===== config.mk =====
export PLATFORM = sky130hd
export DESIGN_NAME = data_bus_responder
export DESIGN_NICKNAME = d
export VERILOG_FILES = /design/src/rtl/dbr_pkg.sv /design/src/rtl/dbr_fifo.sv /design/src/rtl/data_bus_responder.sv
export SDC_FILE = /design/constraint.sdc
export NUM_CORES = 2
export LEC_CHECK = 0
export BUFFER_PORTS_ARGS = -buffer_cell sky130_fd_sc_hd__buf_2
export CAP_MARGIN = 20
export CELL_PAD_IN_SITES_DETAIL_PLACEMENT = 1
export CELL_PAD_IN_SITES_GLOBAL_PLACEMENT = 1
export CORE_AREA = 2 2 429 431
export DETAILED_ROUTE_END_ITERATION = 10
export DIE_AREA = 0 0 431 433
export HOLD_SLACK_MARGIN = 0.12
export PLACE_DENSITY_LB_ADDON = 0.1
export SLEW_MARGIN = 30
export SYNTH_ARGS = -nofsm -noshare
export SYNTH_HDL_FRONTEND = slang
export SYNTH_HIERARCHICAL = 1
export SYNTH_SLANG_ARGS = --single-unit
export TNS_END_PERCENT = 100

===== constraint.sdc =====
create_clock -name clk -period 3.35 [get_ports clk]
set_input_delay 0.67 -clock clk [delete_from_list [all_inputs] [get_ports clk]]
set_output_delay 0.67 -clock clk [all_outputs]
set_load 0.02 [all_outputs]

===== src/rtl/dbr_pkg.sv =====
// Shared constants for the data bus responder: memory-map addresses and STATUS
// register layout.
package dbr_pkg;

    localparam int unsigned DATA_W = 32;
    localparam int unsigned CHAR_W = 8;

    // Byte addresses of the peripheral registers
    localparam logic [31:0] ADDR_TXDATA = 32'h0000_1000;
    localparam logic [31:0] ADDR_STATUS = 32'h0000_1004;
    localparam logic [31:0] ADDR_COUNT  = 32'h0000_1008;

    // Word-granular forms; the two byte-offset bits never take part in decode
    localparam logic [29:0] WORD_TXDATA = ADDR_TXDATA[31:2];
    localparam logic [29:0] WORD_STATUS = ADDR_STATUS[31:2];
    localparam logic [29:0] WORD_COUNT  = ADDR_COUNT[31:2];

    // STATUS register layout; every bit not listed reads 0
    localparam int unsigned STAT_EMPTY_BIT = 0;
    localparam int unsigned STAT_FULL_BIT  = 1;
    localparam int unsigned STAT_OVF_BIT   = 2;
    localparam int unsigned STAT_CNT_LSB   = 8;
    localparam int unsigned STAT_CNT_W     = 8;

endpackage


===== src/rtl/dbr_fifo.sv =====
// Character FIFO: registered storage, no fall-through, pointers wrap modulo DEPTH.
// A push while full is accepted only if a pop happens in the same cycle.
module dbr_fifo
#(
    parameter int unsigned DEPTH = 16,
    parameter int unsigned WIDTH = 8
)
(
    input  logic                         clk,
    input  logic                         rst,
    input  logic                         push,
    input  logic [WIDTH-1:0]             push_data,
    input  logic                         pop,
    output logic                         accepted,
    output logic                         full,
    output logic                         empty,
    output logic [$clog2(DEPTH):0]       count,
    output logic [WIDTH-1:0]             head
);

    localparam int unsigned PTR_W = $clog2(DEPTH);
    localparam int unsigned CNT_W = PTR_W + 1;

    logic [WIDTH-1:0] mem [DEPTH];
    logic [PTR_W-1:0] rd_ptr_q;
    logic [PTR_W-1:0] wr_ptr_q;
    logic [CNT_W-1:0] count_q;
    logic             do_push;
    logic             do_pop;

    assign empty    = (count_q == '0);
    assign full     = (count_q == CNT_W'(DEPTH));
    assign do_pop   = pop && !empty;
    assign do_push  = push && (!full || do_pop);
    assign accepted = do_push;
    assign count    = count_q;

    // Head is forced to zero whenever empty, so reset clears it immediately
    assign head = empty ? '0 : mem[rd_ptr_q];

    // Storage is not reset; only entries between the pointers are ever observed
    always_ff @(posedge clk) begin
        if (do_push) begin
            mem[wr_ptr_q] <= push_data;
        end
    end

    always_ff @(posedge clk or posedge rst) begin
        if (rst) begin
            rd_ptr_q <= '0;
            wr_ptr_q <= '0;
            count_q  <= '0;
        end else begin
            if (do_push) begin
                wr_ptr_q <= wr_ptr_q + PTR_W'(1);
            end
            if (do_pop) begin
                rd_ptr_q <= rd_ptr_q + PTR_W'(1);
            end
            case ({do_push, do_pop})
                2'b10:   count_q <= count_q + CNT_W'(1);
                2'b01:   count_q <= count_q - CNT_W'(1);
                default: count_q <= count_q;
            endcase
        end
    end

endmodule


===== src/rtl/data_bus_responder.sv =====
// Data-memory responder for a single-cycle CPU: word RAM plus a TX character FIFO
// with STATUS/COUNT registers. Define DBR_ACCESS_COUNT_EN to add the access counter.
module data_bus_responder
    import dbr_pkg::*;
#(
    parameter int unsigned RAM_WORDS  = 64,
    parameter int unsigned FIFO_DEPTH = 16
)
(
    input  logic              clk,
    input  logic              rst,
    input  logic [DATA_W-1:0] addr,
    input  logic [DATA_W-1:0] wdata,
    input  logic              we,
    output logic [DATA_W-1:0] rdata,
    output logic [CHAR_W-1:0] char_data,
    output logic              char_valid,
    input  logic              char_ready
);

    localparam int unsigned RAM_AW = $clog2(RAM_WORDS);
    localparam int unsigned CNT_W  = $clog2(FIFO_DEPTH) + 1;

    logic [DATA_W-1:0] ram [RAM_WORDS];
    logic [RAM_AW-1:0] ram_idx;
    logic              sel_ram;
    logic              sel_tx;
    logic              sel_status;
    logic              sel_count;
    logic              unused_addr_lsbs;

    logic              fifo_push;
    logic              fifo_pop;
    logic              fifo_accepted;
    logic              fifo_full;
    logic              fifo_empty;
    logic [CNT_W-1:0]  fifo_count;
    logic [CHAR_W-1:0] fifo_head;

    logic              overflow_q;
    logic              push_drop;
    logic [DATA_W-1:0] status_word;
    logic [DATA_W-1:0] count_word;

    // Address decode: all accesses are word accesses
    assign unused_addr_lsbs = ^addr[1:0];
    assign ram_idx          = addr[RAM_AW+1:2];

    always_comb begin
        sel_ram    = (addr[DATA_W-1:RAM_AW+2] == '0);
        sel_tx     = (addr[DATA_W-1:2] == WORD_TXDATA);
        sel_status = (addr[DATA_W-1:2] == WORD_STATUS);
        sel_count  = (addr[DATA_W-1:2] == WORD_COUNT);
    end

    // RAM has no reset; contents are undefined until written
    always_ff @(posedge clk) begin
        if (we && sel_ram) begin
            ram[ram_idx] <= wdata;
        end
    end

    assign fifo_push = we && sel_tx;
    assign fifo_pop  = char_valid && char_ready;
    assign push_drop = fifo_push && fifo_full && !fifo_pop;

    dbr_fifo #(
        .DEPTH (FIFO_DEPTH),
        .WIDTH (CHAR_W)
    ) u_fifo (
        .clk       (clk),
        .rst       (rst),
        .push      (fifo_push),
        .push_data (wdata[CHAR_W-1:0]),
        .pop       (fifo_pop),
        .accepted  (fifo_accepted),
        .full      (fifo_full),
        .empty     (fifo_empty),
        .count     (fifo_count),
        .head      (fifo_head)
    );

    assign char_valid = !fifo_empty;
    assign char_data  = fifo_head;

    // Sticky overflow: set by a dropped push, cleared by any STATUS write
    always_ff @(posedge clk or posedge rst) begin
        if (rst) begin
            overflow_q <= 1'b0;
        end else if (we && sel_status) begin
            overflow_q <= 1'b0;
        end else if (push_drop) begin
            overflow_q <= 1'b1;
        end
    end

    always_comb begin
        status_word                                 = '0;
        status_word[STAT_EMPTY_BIT]                 = fifo_empty;
        status_word[STAT_FULL_BIT]                  = fifo_full;
        status_word[STAT_OVF_BIT]                   = overflow_q;
        status_word[STAT_CNT_LSB +: STAT_CNT_W]     = STAT_CNT_W'(fifo_count);
    end

`ifdef DBR_ACCESS_COUNT_EN
    // Counts RAM stores and TXDATA bytes actually accepted into the FIFO
    logic [DATA_W-1:0] access_count_q;

    always_ff @(posedge clk or posedge rst) begin
        if (rst) begin
            access_count_q <= '0;
        end else if (we && sel_count) begin
            access_count_q <= '0;
        end else if ((we && sel_ram) || fifo_accepted) begin
            access_count_q <= access_count_q + DATA_W'(1);
        end
    end

    assign count_word = access_count_q;
`else
    logic unused_fifo_accepted;

    assign unused_fifo_accepted = fifo_accepted;
    assign count_word           = '0;
`endif

    // Zero-latency read mux; TXDATA and unmapped addresses read as 0
    always_comb begin
        rdata = '0;
        if (sel_ram) begin
            rdata = ram[ram_idx];
        end else if (sel_status) begin
            rdata = status_word;
        end else if (sel_count) begin
            rdata = count_word;
        end
    end

endmodule


==> results_dict.tcl <==
set metrics [dict create \
    via_per_inst 6.692 \
    grt.overflow.total 0 \
    synth_fa_ha_area_share_pct 0.1409 \
    synthXorXnorAreaFrac_pct 0.09247 \
    layout.cells.most_common "sky130_fd_sc_hd__edfxtp_1" \
    cp_common_cell "sky130_fd_sc_hd__buf_6" \
    layout_nets 5672 \
    grt_pass1_wl_um 463300 \
    mappedNetlistNets 4619 \
    unrepaired_setup_endpoints_after_global_routing "yes" \
    numPlacedInstances 7576 \
    floorplan.die.width_um 431 \
    stdcell_count 8178 \
    detailed_place_hpwl_um 210000 \
    cts-root-to-sink-buffers 3 \
    minimum_setup_slack_in_the_final_design_ns -0.8224 \
    worst-slew-pin-transition_ns 0.9541 \
    rows 157 \
    postSynth.topFlopCell "sky130_fd_sc_hd__edfxtp_1" \
    power.total_w 0.06112 \
    maxCapViolCount 0 \
    reg2reg_depth 11 \
    antenna_found_initial 18 \
    power.ir.vdd_worst_v 0.0004861 \
    switchingPower_w 0.01450 \
    cellLeakagePower_nw 36.95 \
    max_freq_mhz 239.7 \
    switching_share_pct 23.72 \
    cellPowerDensity_mw_per_mm2 555.8 \
    worst_skew_pair.late_latency_ns 0.87 \
    timing_hold_violations_final 0 \
    number_of_clock_sinks 2190 \
    finalClockSkew_ns 0.01480 \
    dp_slack_ns -1.436 \
    synth.lib_cells_used.distinct 77 \
    cts_buffers 222 \
    clk_pin_slew_ns 0.06 \
    cts_tree "built" \
    crit_path_cell_trace "mux2_4 > a221o_1 > o2bb2ai_2 > a222oi_1 > buf_4 > o2111ai_4 > buf_6 > a22o_1 > buf_6" \
    timing.final.max_slew_violations 0 \
    final_cell_mix "sky130_fd_sc_hd__edfxtp_1 (2176), sky130_fd_sc_hd__buf_4 (628), sky130_fd_sc_hd__buf_12 (290)" \
    cpMaxStageDelayCell "sky130_fd_sc_hd__a222oi_1" \
    synth_area_per_cell_um2 18.77 \
    comb_power_share_pct 10.7 \
    synth_top_family_by_area "multiplexers" \
    setup.worst_path.start_class "flop" \
    routability_congestion_estimate_from_global_placement 0.8794 \
    drc 0 \
    timing.slew.headroom_pct 36.39 \
    die_height_um 433 \
    hold_ws_ns 0.2008 \
    p_int_w 0.04662 \
    dr.pass1.iters 8 \
    synth_edf_count 2176 \
    io_buffer_count 106 \
    cts.htree.levels 4 \
    routedWlPerCell_um 42.02 \
    floorplan.initialDensity_pct 46.81 \
    power.share.sequential_pct 49.6 \
    critical_path_arrival_ns 3.50 \
    area_growth_pct 29.00 \
    fillCellCount 15497 \
    yosys-mux-area-fraction_pct 9.663 \
    worstSetupEndpointType "primary output" \
    synth-seq-cells 2190 \
    critical_path.max_stage_delay_ns 0.40 \
    finalCritPeriodShare_pct 124.6 \
    synthCells 4542 \
    period_minus_slack_ns 4.172 \
    path_max_fanout 1 \
    ys_warn_count 6 \
    die_area_mm2 0.1866 \
    io_pins 109 \
    setup_viol 35 \
    status "complete, but fails checks" \
    routed_wl_um 343700 \
    post_route_cells_drive_above_1_share_pct 38.46 \
    hp-class "in -> async" \
    root_buffer "sky130_fd_sc_hd__clkbuf_16" \
    criticalPathCategory "reg -> out" \
    async_reset_ff_share_pct 0.6393 \
    violated_checks "setup timing" \
    via_count 54727 \
    grt_pass1_vias 54850 \
    power_frac_clock_pct 39.7 \
    core_area_mm2 0.1821 \
    post_synthesis_compound_gate_area_fraction_pct 8.577 \
    antenna_violating_nets_post_route 0 \
    ys_seq_area_share_pct 77.07 \
    syn_area_mm2 0.08524 \
    grt_max_degree 81 \
    combined_global_route_utilization_of_all_metal_layers_pct 36.48 \
    worst_endpoint_required_time_ns 2.68 \
    drt-initial-drc-count 7965 \
    synth-simple-area-share_pct 2.227 \
]
[state kept, by name, summed over array words and instances, names as in the netlist]
| signal | count |
|---|---|
| overflow_q | 1 |
| ram | 2048 |
| u_fifo/count | 5 |
| u_fifo/mem | 128 |
| u_fifo/rd_ptr_q | 4 |
| u_fifo/wr_ptr_q | 4 |
[metrics by stage]
stage,TNS [ns],cell area [um2],utilization (%)
finish,-15.21,110000,60.38
floorplan,-230.38,85430,-
CTS,-13.23,108700,59.67
global route,-16.46,110000,60.38
detailed placement,-63.10,97280,53.42
global placement,-60.57,97230,53.39
[critical path: cells and delay by family, from the launching register on]
kind            cells  cell delay [ns]
compound gates      5             1.37
buf+inv             3             0.57
mux                 1             0.32
flops               1             0.37
[synth_stat cells (all sizes together) (15+ instances only)]
| master | count | area share (%) |
|---|---|---|
| nor2b | 16 | 0.12 |
| o22a | 19 | 0.20 |
| mux2i | 257 | 3.0 |
| a22o | 44 | 0.45 |
| a211oi | 28 | 0.25 |
| a22oi | 172 | 1.5 |
| a221oi | 209 | 2.2 |
| o211ai | 15 | 0.13 |
| nor2 | 162 | 0.72 |
| inv | 15 | 0.066 |
| and3 | 21 | 0.15 |
| a21oi | 121 | 0.71 |
| edfxtp | 2176 | 77 |
| mux4 | 153 | 4.0 |
| a221o | 33 | 0.39 |
| clkbuf | 68 | 0.30 |
| buf | 249 | 1.9 |
| o22ai | 100 | 0.73 |
| nand2 | 104 | 0.46 |
| mux2 | 197 | 2.6 |
| a222oi | 16 | 0.19 |
| nand3 | 30 | 0.18 |
| a31oi | 21 | 0.15 |
| o21ai | 111 | 0.67 |
[area by class of cell]
| type | count | area, um2 | share of cell area, % |
|---|---|---|---|
| clock inverters | 137 | 1122 | 1.021 |
| repair buffers | 1145 | 13500 | 12.28 |
| multi-input cells | 2021 | 20730 | 18.85 |
| clock buffers | 280 | 5837 | 5.308 |
| diodes | 5 | 12.51 | 0.01138 |
| well taps | 2385 | 2984 | 2.714 |
| flip-flops and latches | 2190 | 65700 | 59.75 |
| inverters | 15 | 76.32 | 0.06941 |
[cells by family (layout without fill, tap and decap cells)]
group	after synthesis	count (layout)
flip-flops	2190	2190
AO/OA/AOI/OAI	985	985
multiplexers	607	607
AND/OR/NAND/NOR	410	411
buffers and inverters	332	1577
adder cells (fa/ha/maj)	9	9
XOR/XNOR	9	9
other	0	5
[power groups by stage]
stage                     clock network, W  registers, W  logic [W]
final                               0.0243        0.0303    0.00654
after global routing                0.0253        0.0303    0.00676
after CTS                           0.0244        0.0303    0.00620
after detailed placement                 0        0.0309    0.00514
after global placement                   0        0.0309    0.00503
after floorplan                          0        0.0308    0.00260
[per-layer routing]
metal | vias to the layer above | GRT usage [%] | wire (um)
met2 | 3621 | 57.71 | 160700
met4 | 8 | 17.77 | 18570
met5 | - | 0 | 55
li1 | 21088 | - | -
met3 | 769 | 6.538 | 33440
met1 | 29241 | 49.06 | 130900
[repair_timing]
action                                 in CTS  in global routing
setup buffers                             151                 48
hold buffers                                1                  0
gates resized for setup                   578                194
pin swaps                                 192                150
cloned                                     19                  1
endpoints found under the hold margin      14                  0
setup endpoints to repair                  40                 39
[path summary, 6_finish.rpt]
kind                       slack, ns                        start                             end
setup reg to reg                0.36  u_fifo/count[0]$_DFFE_PP0P_     u_fifo/count[4]$_DFFE_PP0P_
min in group clk                0.22                    wdata[15]            ram[4][15]$_DFFE_PP_
hold / removal                  0.20                          rst          overflow_q$_DFFE_PP0P_
setup / recovery               -0.82         ram[27][8]$_DFFE_PP_                        rdata[8]
max in group asynchronous       2.41                          rst  u_fifo/rd_ptr_q[2]$_DFFE_PP0N_
hold reg to reg                 0.56  u_fifo/count[0]$_DFFE_PP0P_     u_fifo/count[0]$_DFFE_PP0P_
(Power assumes the default switching activity.)
